<file path="config.mk">
export PLATFORM = sky130hd
export DESIGN_NAME = uart_mult_byte_tx
export DESIGN_NICKNAME = d
export VERILOG_FILES = /design/src/rtl/uart_mult_byte_tx_pkg.sv /design/src/rtl/uart_mult_byte_tx_byte_tx.sv /design/src/rtl/uart_mult_byte_tx.sv
export SDC_FILE = /design/constraint.sdc
export NUM_CORES = 1
export LEC_CHECK = 0
export ABC_AREA = 1
export CORE_MARGIN = 4
export CORE_UTILIZATION = 45
export CTS_CLUSTER_DIAMETER = 100
export CTS_CLUSTER_SIZE = 10
export DETAILED_ROUTE_END_ITERATION = 8
export HOLD_SLACK_MARGIN = 0.02
export PLACE_DENSITY = 0.66
export SLEW_MARGIN = 5
export SYNTH_ARGS = -nofsm -noshare
export SYNTH_HDL_FRONTEND = slang
export SYNTH_SLANG_ARGS = --single-unit
</file>
<file path="constraint.sdc">
create_clock -name sys_clk -period 3.12 [get_ports sys_clk]
set_input_delay 0.78 -clock sys_clk [delete_from_list [all_inputs] [get_ports sys_clk]]
set_output_delay 0.78 -clock sys_clk [all_outputs]
set_load 0.03 [all_outputs]
</file>
<file path="src/rtl/uart_mult_byte_tx_pkg.sv">
// uart_mult_byte_tx_pkg: framing constants and FSM encodings for the multi-byte UART link.
// Shared with the receive/decode path so that the frame layout is defined in one place.
//   FRAME_HEAD/FRAME_TAIL : first and last byte of every frame
//   DATA_NUM              : bytes per frame
//   IDX_*                 : frame byte index of each payload field (16-bit fields are low byte first)
//   frame_byte()          : byte value at a given frame index for a given payload
package uart_mult_byte_tx_pkg;

  localparam logic [7:0]  FRAME_HEAD = 8'h55;
  localparam logic [7:0]  FRAME_TAIL = 8'hAA;
  localparam int unsigned DATA_NUM   = 14;

  localparam int unsigned IDX_A = 1;
  localparam int unsigned IDX_B = 2;
  localparam int unsigned IDX_D = 6;
  localparam int unsigned IDX_C = 11;

  // Per-byte serialiser states.
  typedef enum logic [1:0] {
    BitIdle,
    BitStart,
    BitData,
    BitStop
  } bit_state_e;

  // Frame sequencer states.
  typedef enum logic [1:0] {
    FrmIdle,
    FrmSend,
    FrmGap
  } frm_state_e;

  // Unlisted indices are padding and read as zero.
  function automatic logic [7:0] frame_byte(input logic [7:0]  idx,
                                            input logic [7:0]  data_a,
                                            input logic [15:0] data_b,
                                            input logic [7:0]  data_d,
                                            input logic [15:0] data_c);
    logic [7:0] res;
    res = 8'h00;
    case (idx)
      8'd0:               res = FRAME_HEAD;
      8'(IDX_A):          res = data_a;
      8'(IDX_B):          res = data_b[7:0];
      8'(IDX_B + 1):      res = data_b[15:8];
      8'(IDX_D):          res = data_d;
      8'(IDX_C):          res = data_c[7:0];
      8'(IDX_C + 1):      res = data_c[15:8];
      8'(DATA_NUM - 1):   res = FRAME_TAIL;
      default:            res = 8'h00;
    endcase
    return res;
  endfunction

endpackage

</file>
<file path="src/rtl/uart_mult_byte_tx_byte_tx.sv">
// uart_byte_tx: serialises one byte as start bit, 8 data bits LSB first, one stop bit.
//   sys_clk, sys_rst_n : clock, asynchronous active-low reset
//   byte_start         : load byte_data and begin a byte (honoured when idle or on the
//                        final clock of a stop bit, giving back-to-back bytes)
//   byte_data          : byte to send, sampled with byte_start
//   byte_done          : high during the final clock of the stop bit
//   txd                : registered serial line, idle high
module uart_byte_tx
  import uart_mult_byte_tx_pkg::*;
#(
  parameter int unsigned BPS_CNT = 434
) (
  input  logic       sys_clk,
  input  logic       sys_rst_n,
  input  logic       byte_start,
  input  logic [7:0] byte_data,
  output logic       byte_done,
  output logic       txd
);

  localparam logic [15:0] BpsLast = 16'(BPS_CNT - 1);

  bit_state_e  state_q, state_d;
  logic [15:0] bps_cnt_q, bps_cnt_d;
  logic [2:0]  bit_idx_q, bit_idx_d;
  logic [7:0]  shift_q, shift_d;
  logic        txd_q, txd_d;
  logic        wrap;

  always_comb begin
    state_d   = state_q;
    bps_cnt_d = 16'd0;
    bit_idx_d = bit_idx_q;
    shift_d   = shift_q;
    txd_d     = txd_q;
    byte_done = 1'b0;
    wrap      = (bps_cnt_q == BpsLast);

    if (state_q != BitIdle && !wrap) bps_cnt_d = bps_cnt_q + 16'd1;

    unique case (state_q)
      BitIdle:  txd_d = 1'b1;
      BitStart: begin
        if (wrap) begin
          state_d = BitData;
          txd_d   = shift_q[0];
        end
      end
      BitData: begin
        if (wrap) begin
          if (bit_idx_q == 3'd7) begin
            state_d = BitStop;
            txd_d   = 1'b1;
          end else begin
            bit_idx_d = bit_idx_q + 3'd1;
            shift_d   = {1'b0, shift_q[7:1]};
            txd_d     = shift_q[1];
          end
        end
      end
      BitStop: begin
        if (wrap) begin
          byte_done = 1'b1;
          state_d   = BitIdle;
          txd_d     = 1'b1;
        end
      end
      default: state_d = BitIdle;
    endcase

    // Loading on the stop bit's last clock lets the next start bit follow with no idle gap.
    if (byte_start && (state_q == BitIdle || byte_done)) begin
      state_d   = BitStart;
      shift_d   = byte_data;
      bit_idx_d = 3'd0;
      bps_cnt_d = 16'd0;
      txd_d     = 1'b0;
    end
  end

  always_ff @(posedge sys_clk or negedge sys_rst_n) begin
    if (!sys_rst_n) begin
      state_q   <= BitIdle;
      bps_cnt_q <= 16'd0;
      bit_idx_q <= 3'd0;
      shift_q   <= 8'h00;
      txd_q     <= 1'b1;
    end else begin
      state_q   <= state_d;
      bps_cnt_q <= bps_cnt_d;
      bit_idx_q <= bit_idx_d;
      shift_q   <= shift_d;
      txd_q     <= txd_d;
    end
  end

  assign txd = txd_q;

endmodule

</file>
<file path="src/rtl/uart_mult_byte_tx.sv">
// uart_mult_byte_tx: sends one fixed 14-byte frame (0x55, payload, 0xAA) per request.
//   sys_clk, sys_rst_n       : clock, asynchronous active-low reset
//   send_req                 : one-cycle frame request; payload is snapshotted when accepted
//   dataA, dataB, dataD, dataC : payload fields (see uart_mult_byte_tx_pkg for placement)
//   uart_txd                 : serial line, idle high, registered
//   pack_busy                : frame in progress
//   pack_done                : one-cycle pulse after the final stop bit
//   byte_cnt                 : index of the byte on the line
//   req_drop                 : one-cycle pulse when a request is ignored because busy
// Build option: define UART_TX_GAP_EN to insert STOP_GAP idle bit-times between bytes.
// The request is sampled on the same edge that drives the start bit, and a request
// sampled on the final stop edge chains the next frame with no idle bit.
module uart_mult_byte_tx
  import uart_mult_byte_tx_pkg::*;
#(
  parameter int unsigned CLK_FREQ = 50_000_000,
  parameter int unsigned UART_BPS = 115200,
  parameter int unsigned STOP_GAP = 2
) (
  input  logic        sys_clk,
  input  logic        sys_rst_n,
  input  logic        send_req,
  input  logic [7:0]  dataA,
  input  logic [15:0] dataB,
  input  logic [7:0]  dataD,
  input  logic [15:0] dataC,
  output logic        uart_txd,
  output logic        pack_busy,
  output logic        pack_done,
  output logic [7:0]  byte_cnt,
  output logic        req_drop
);

  localparam int unsigned BPS_CNT  = CLK_FREQ / UART_BPS;
  localparam logic [15:0] GapLast  = 16'(STOP_GAP * BPS_CNT - 1);
  localparam logic [7:0]  LastByte = 8'(DATA_NUM - 1);

  frm_state_e  frm_state_q, frm_state_d;
  logic [7:0]  byte_cnt_q, byte_cnt_d;
  logic [15:0] gap_cnt_q, gap_cnt_d;
  logic [7:0]  data_a_q, data_a_d, data_d_q, data_d_d;
  logic [15:0] data_b_q, data_b_d, data_c_q, data_c_d;
  logic        pack_busy_q, pack_busy_d;
  logic        pack_done_q, pack_done_d;
  logic        req_drop_q, req_drop_d;
  logic        accept, byte_start, byte_done;
  logic [7:0]  byte_data;

  always_comb begin
    frm_state_d = frm_state_q;
    byte_cnt_d  = byte_cnt_q;
    gap_cnt_d   = gap_cnt_q;
    data_a_d    = data_a_q;
    data_b_d    = data_b_q;
    data_c_d    = data_c_q;
    data_d_d    = data_d_q;
    pack_done_d = 1'b0;
    accept      = 1'b0;
    byte_start  = 1'b0;

    unique case (frm_state_q)
      FrmIdle: accept = send_req;
      FrmSend: begin
        if (byte_done) begin
          if (byte_cnt_q == LastByte) begin
            pack_done_d = 1'b1;
            byte_cnt_d  = 8'd0;
            frm_state_d = FrmIdle;
            accept      = send_req;
          end else begin
            byte_cnt_d = byte_cnt_q + 8'd1;
`ifdef UART_TX_GAP_EN
            frm_state_d = FrmGap;
            gap_cnt_d   = 16'd0;
`else
            byte_start  = 1'b1;
`endif
          end
        end
      end
      FrmGap: begin
        if (gap_cnt_q == GapLast) begin
          gap_cnt_d   = 16'd0;
          frm_state_d = FrmSend;
          byte_start  = 1'b1;
        end else begin
          gap_cnt_d = gap_cnt_q + 16'd1;
        end
      end
      default: frm_state_d = FrmIdle;
    endcase

    if (accept) begin
      data_a_d    = dataA;
      data_b_d    = dataB;
      data_c_d    = dataC;
      data_d_d    = dataD;
      byte_cnt_d  = 8'd0;
      frm_state_d = FrmSend;
      byte_start  = 1'b1;
    end

    // Next-state values, so a freshly accepted payload is used for byte 0 in the same cycle.
    byte_data   = frame_byte(byte_cnt_d, data_a_d, data_b_d, data_d_d, data_c_d);
    pack_busy_d = (frm_state_d != FrmIdle);
    req_drop_d  = send_req && pack_busy_q && !accept;
  end

  always_ff @(posedge sys_clk or negedge sys_rst_n) begin
    if (!sys_rst_n) begin
      frm_state_q <= FrmIdle;
      byte_cnt_q  <= 8'd0;
      gap_cnt_q   <= 16'd0;
      data_a_q    <= 8'h00;
      data_b_q    <= 16'h0000;
      data_c_q    <= 16'h0000;
      data_d_q    <= 8'h00;
      pack_busy_q <= 1'b0;
      pack_done_q <= 1'b0;
      req_drop_q  <= 1'b0;
    end else begin
      frm_state_q <= frm_state_d;
      byte_cnt_q  <= byte_cnt_d;
      gap_cnt_q   <= gap_cnt_d;
      data_a_q    <= data_a_d;
      data_b_q    <= data_b_d;
      data_c_q    <= data_c_d;
      data_d_q    <= data_d_d;
      pack_busy_q <= pack_busy_d;
      pack_done_q <= pack_done_d;
      req_drop_q  <= req_drop_d;
    end
  end

  uart_byte_tx #(
    .BPS_CNT (BPS_CNT)
  ) u_byte_tx (
    .sys_clk    (sys_clk),
    .sys_rst_n  (sys_rst_n),
    .byte_start (byte_start),
    .byte_data  (byte_data),
    .byte_done  (byte_done),
    .txd        (uart_txd)
  );

  assign pack_busy = pack_busy_q;
  assign pack_done = pack_done_q;
  assign byte_cnt  = byte_cnt_q;
  assign req_drop  = req_drop_q;

endmodule

</file>
==> flow_metrics.tcl <==
set metrics [dict create \
    result_of_the_run "complete, no violations" \
    met2RoutedLength_mm 6.81 \
    hpwlAfterDp_mm 10.2 \
    synth-compound-area-share_pct 4.08 \
    grt_first_pass_wirelength_mm 23.7 \
    final-hold-violation-count 0 \
    final.period_utilization_pct 88.8 \
    preCtsSetupSlack_ns -0.0668 \
    yosys-mux-area-fraction_pct 0 \
    post_synth_fa_ha_maj_area_fraction_pct 3.76 \
    track_usage_pct 19.6 \
    cp_data_required_time_ns 3.40 \
    postCtsSetupBuffers 0 \
    worstSetupStartpointType "input port" \
    postCtsResizedCells 0 \
    finalSetupViolations 0 \
    power.switching_fraction_pct 22.9 \
    crit_fanout 36 \
    route.detailed.wl_per_inst_um 13.2 \
    routed_wirelength_mm 13.8 \
    first_iter_violations 372 \
    cts_tree "done" \
    worst_slew_pin_slew_ns 0.527 \
    finalNonFillerCells 1041 \
    critical_path.slowest_cell "clkdlybuf4s50_1" \
    power.share.combinational_pct 3.7 \
    antennaDiodeCount 0 \
    clock_power_share_pct 43.0 \
    clk_pin_slew_worst_paths_ns 0.08 \
    synth_top_family_by_area "simple AND/OR/NAND/NOR gates" \
    clock_path_buffers 2 \
    row_count 41 \
    maxClockFrequency_ghz 0.361 \
    instance_count_after_placement_with_tap_cells_included 1025 \
    grt_start_max_net_pins 69 \
    design.die.area_sq_um 15200 \
    sequential_area_share_after_synthesis_pct 44.8 \
    power_per_cell_area_nw_per_um2 368 \
    die_w_um 123 \
    ctsHoldBuffers 0 \
    internal_power_mw 2.01 \
    place.port_buffers 62 \
    postSynthCellCount 806 \
    highest_routed_metal_layer "met4" \
    mappedNetlistArea_sq_um 5980 \
    drt-met1-wl_mm 6.28 \
    htree_num_levels 3 \
    worst_skew_pair.late_latency_ns 0.36 \
    met3_wirelength_um 561 \
    vias_per_cell 4.95 \
    floorplan.core_area_sq_um 12800 \
    finalCriticalPeriod_ns 2.77 \
    detailed_place.area_sq_um 6770 \
    final_wtd_congestion 0.861 \
    synthSimpleGateAreaFrac_pct 37.2 \
    root_buffer "clkbuf_16" \
    critical_path.cell_chain "clkdlybuf4s50_1, inv_1, nor3_1, nand4_1, nand2_2, inv_2, buf_12, nand3_1, nor2_2, buf_4, nand3_1, nand2_1, nor2_1, nand2_1, nand2_1, a21oi_1" \
    timing.max_slew.rel_slack_pct 64.9 \
    detailed_router_iteration_count_before_antenna_repair 4 \
    synth-seq-cells 107 \
    timing.max_cap.violations 0 \
    pin_count 63 \
    grt_remaining_overflow 0 \
    grt_pass1_vias 5140 \
    floorplan.initialDensity_pct 46.6 \
    routed-via-count 5152 \
    cts_num_sinks 107 \
    synth-xor-area-share_pct 1.90 \
    synth_cell_types 36 \
    rsz0062_at_grt "no" \
    net-switching-power_mw 0.597 \
    synth.yosys.warnings 0 \
    leakagePower_nw 3.74 \
    tritoncts.num_buffers 9 \
    critical-path-max-stage-delay_ns 0.44 \
    cp-end-kind "flop" \
    floorplan.die.height_um 123 \
    worst_clock_skew_ns 0.0112 \
    final-max-slew-violation-count 0 \
    p_seq_share_pct 53.3 \
    hold_class "in2async" \
    flow.area_growth_from_synthesis_pct 18.1 \
    path_common_cell "nand2_1" \
    peakVddDrop_uv 271 \
    worst-endpoint-arrival_ns 3.05 \
    design_area_sq_um 7060 \
    drive_above_1_share_pct 6.79 \
    fin_nets 933 \
    ant_nets 0 \
    setup_ws_ns 0.349 \
    post_synth.cell_area_avg_sq_um 7.42 \
    final.setup.tns_ns 0 \
    detail_route.drc_violations 0 \
    worstSetupPathType "in2reg" \
    antenna_found_initial 0 \
    synth.net_count 875 \
]
[kinds of logic (layout without fill, tap and decap cells)]
kind of cell             after synthesis  count (layout)
AO/OA/AOI/OAI                         44              44
AND/OR/NAND/NOR                      512             512
buffers and inverters                112             175
flip-flops                           107             107
adder cells (fa/ha/maj)               18              18
XOR/XNOR                              13              13
[path summary, 6_finish.rpt]
| check | start | end | slack [ns] | cells past startpoint |
|---|---|---|---|---|
| min in group sys_clk | data_b_q[10]$_DFF_PN0_ | data_b_q[10]$_DFF_PN0_ | 0.47 | 2 |
| worst max register to register | u_byte_tx.bps_cnt_q[1]$_DFF_PN0_ | u_byte_tx.shift_q[3]$_DFFE_PN0P_ | 0.37 | 21 |
| max in group asynchronous | sys_rst_n | data_b_q[14]$_DFF_PN0_ | 1.99 | 2 |
| worst min register to register | data_b_q[10]$_DFF_PN0_ | data_b_q[10]$_DFF_PN0_ | 0.47 | 2 |
| worst min-delay path | sys_rst_n | gap_cnt_q[4]$_DFFE_PN0N_ | 0.39 | 1 |
| worst max-delay path | send_req | u_byte_tx.shift_q[4]$_DFFE_PN0P_ | 0.35 | 16 |
[power groups by stage]
| stage | clock network (mW) | registers [mW] | logic, mW |
|---|---|---|---|
| 6_report | 1.12 | 1.39 | 0.0959 |
| 3_3_place_gp | 0 | 1.41 | 0.0983 |
| 3_5_place_dp | 0 | 1.41 | 0.0990 |
| 2_1_floorplan | 0 | 1.42 | 0.000785 |
| 5_1_grt | 1.21 | 1.39 | 0.107 |
| 4_1_cts | 1.15 | 1.39 | 0.0992 |
[Yosys cell counts]
| library cell | n | area, sq um |
|---|---|---|
| o21bai_1 | 2 | 15.0 |
| inv_2 | 2 | 7.51 |
| xnor2_1 | 1 | 8.76 |
| buf_6 | 8 | 90.1 |
| nor2_4 | 4 | 45.0 |
| nand2_1 | 293 | 1100 |
| dfstp_2 | 1 | 26.3 |
| buf_1 | 1 | 3.75 |
| nand4_2 | 1 | 12.5 |
| nor3b_1 | 7 | 52.6 |
| and3_1 | 1 | 6.26 |
| inv_1 | 83 | 312 |
| nand4_1 | 9 | 56.3 |
| nand3b_1 | 1 | 7.51 |
| nor2_2 | 6 | 37.5 |
| clkbuf_1 | 6 | 22.5 |
| o21a_1 | 1 | 7.51 |
| buf_2 | 11 | 55.1 |
| clkinv_1 | 1 | 3.75 |
| xor2_1 | 12 | 105 |
| nor2_8 | 1 | 20.0 |
| o211ai_1 | 2 | 15.0 |
| o21ai_0 | 19 | 95.1 |
| nor2_1 | 77 | 289 |
| a21oi_1 | 15 | 75.1 |
| dfrtp_1 | 106 | 2650 |
| nand2_4 | 2 | 22.5 |
| nand3_1 | 83 | 415 |
| o221a_2 | 1 | 11.3 |
| nor3_1 | 12 | 60.1 |
| or2_2 | 4 | 25.0 |
| nand2_2 | 6 | 37.5 |
| nor4_1 | 3 | 18.8 |
| ha_1 | 18 | 225 |
| nand3_2 | 2 | 20.0 |
| a31oi_1 | 4 | 25.0 |
[metal layers]
| layer | vias to the layer above | GRT usage, % |
|---|---|---|
| met2 | 97 | 32.4 |
| li1 | 2646 | - |
| met1 | 2399 | 25.4 |
| met3 | 10 | 5.03 |
| met4 | 0 | 5.74 |
| met5 | - | 0 |
[critical path, delay by kind of cell]
kind	cells	cell delay [ns]
AO/OA/AOI/OAI	1	0.12
AND/OR/NAND/NOR	10	0.90
buffers and inverters	5	1.22
[cell type report]
type / instances / area [sq um]
clock buffer: 10 / 229
clock inverter: 6 / 55.1
fill: 1253 / 5760
inverter: 86 / 323
multi-input combinational: 587 / 2820
sequential: 107 / 2680
tap: 172 / 215
timing repair buffer: 73 / 738
[registers in the layout, indices dropped and copies added, names as in the netlist]
register,count
data_a_q,8
data_d_q,8
data_c_q,16
u_byte_tx.bps_cnt_q,16
u_byte_tx.state_q,2
u_byte_tx.bit_idx_q,3
pack_done,1
frm_state_q,2
gap_cnt_q,16
req_drop,1
u_byte_tx.shift_q,8
byte_cnt,8
data_b_q,16
u_byte_tx.txd,1
pack_busy,1
[cells in the final DEF, fill, tap and decap left out, types with 9 or more instances in the layout]
cell	instances
a21oi_1	15
buf_4	9
clkbuf_16	9
clkdlybuf4s50_1	61
dfrtp_1	106
ha_1	18
inv_1	83
nand2_1	292
nand3_1	83
nand4_1	9
nor2_1	76
nor3_1	12
o21ai_0	19
xor2_1	12
[per-stage QoR]
stage | utilization (%) | hold slack (ns) | power [mW]
2_1_floorplan | - | 0.432 | 1.42
3_3_place_gp | 52.8 | 0.451 | 1.51
3_5_place_dp | 52.8 | 0.459 | 1.51
4_1_cts | 55.0 | 0.405 | 2.63
5_1_grt | 55.1 | 0.440 | 2.70
6_report | 55.1 | 0.393 | 2.60
No activity file was read; power rests on OpenSTA's default activity.
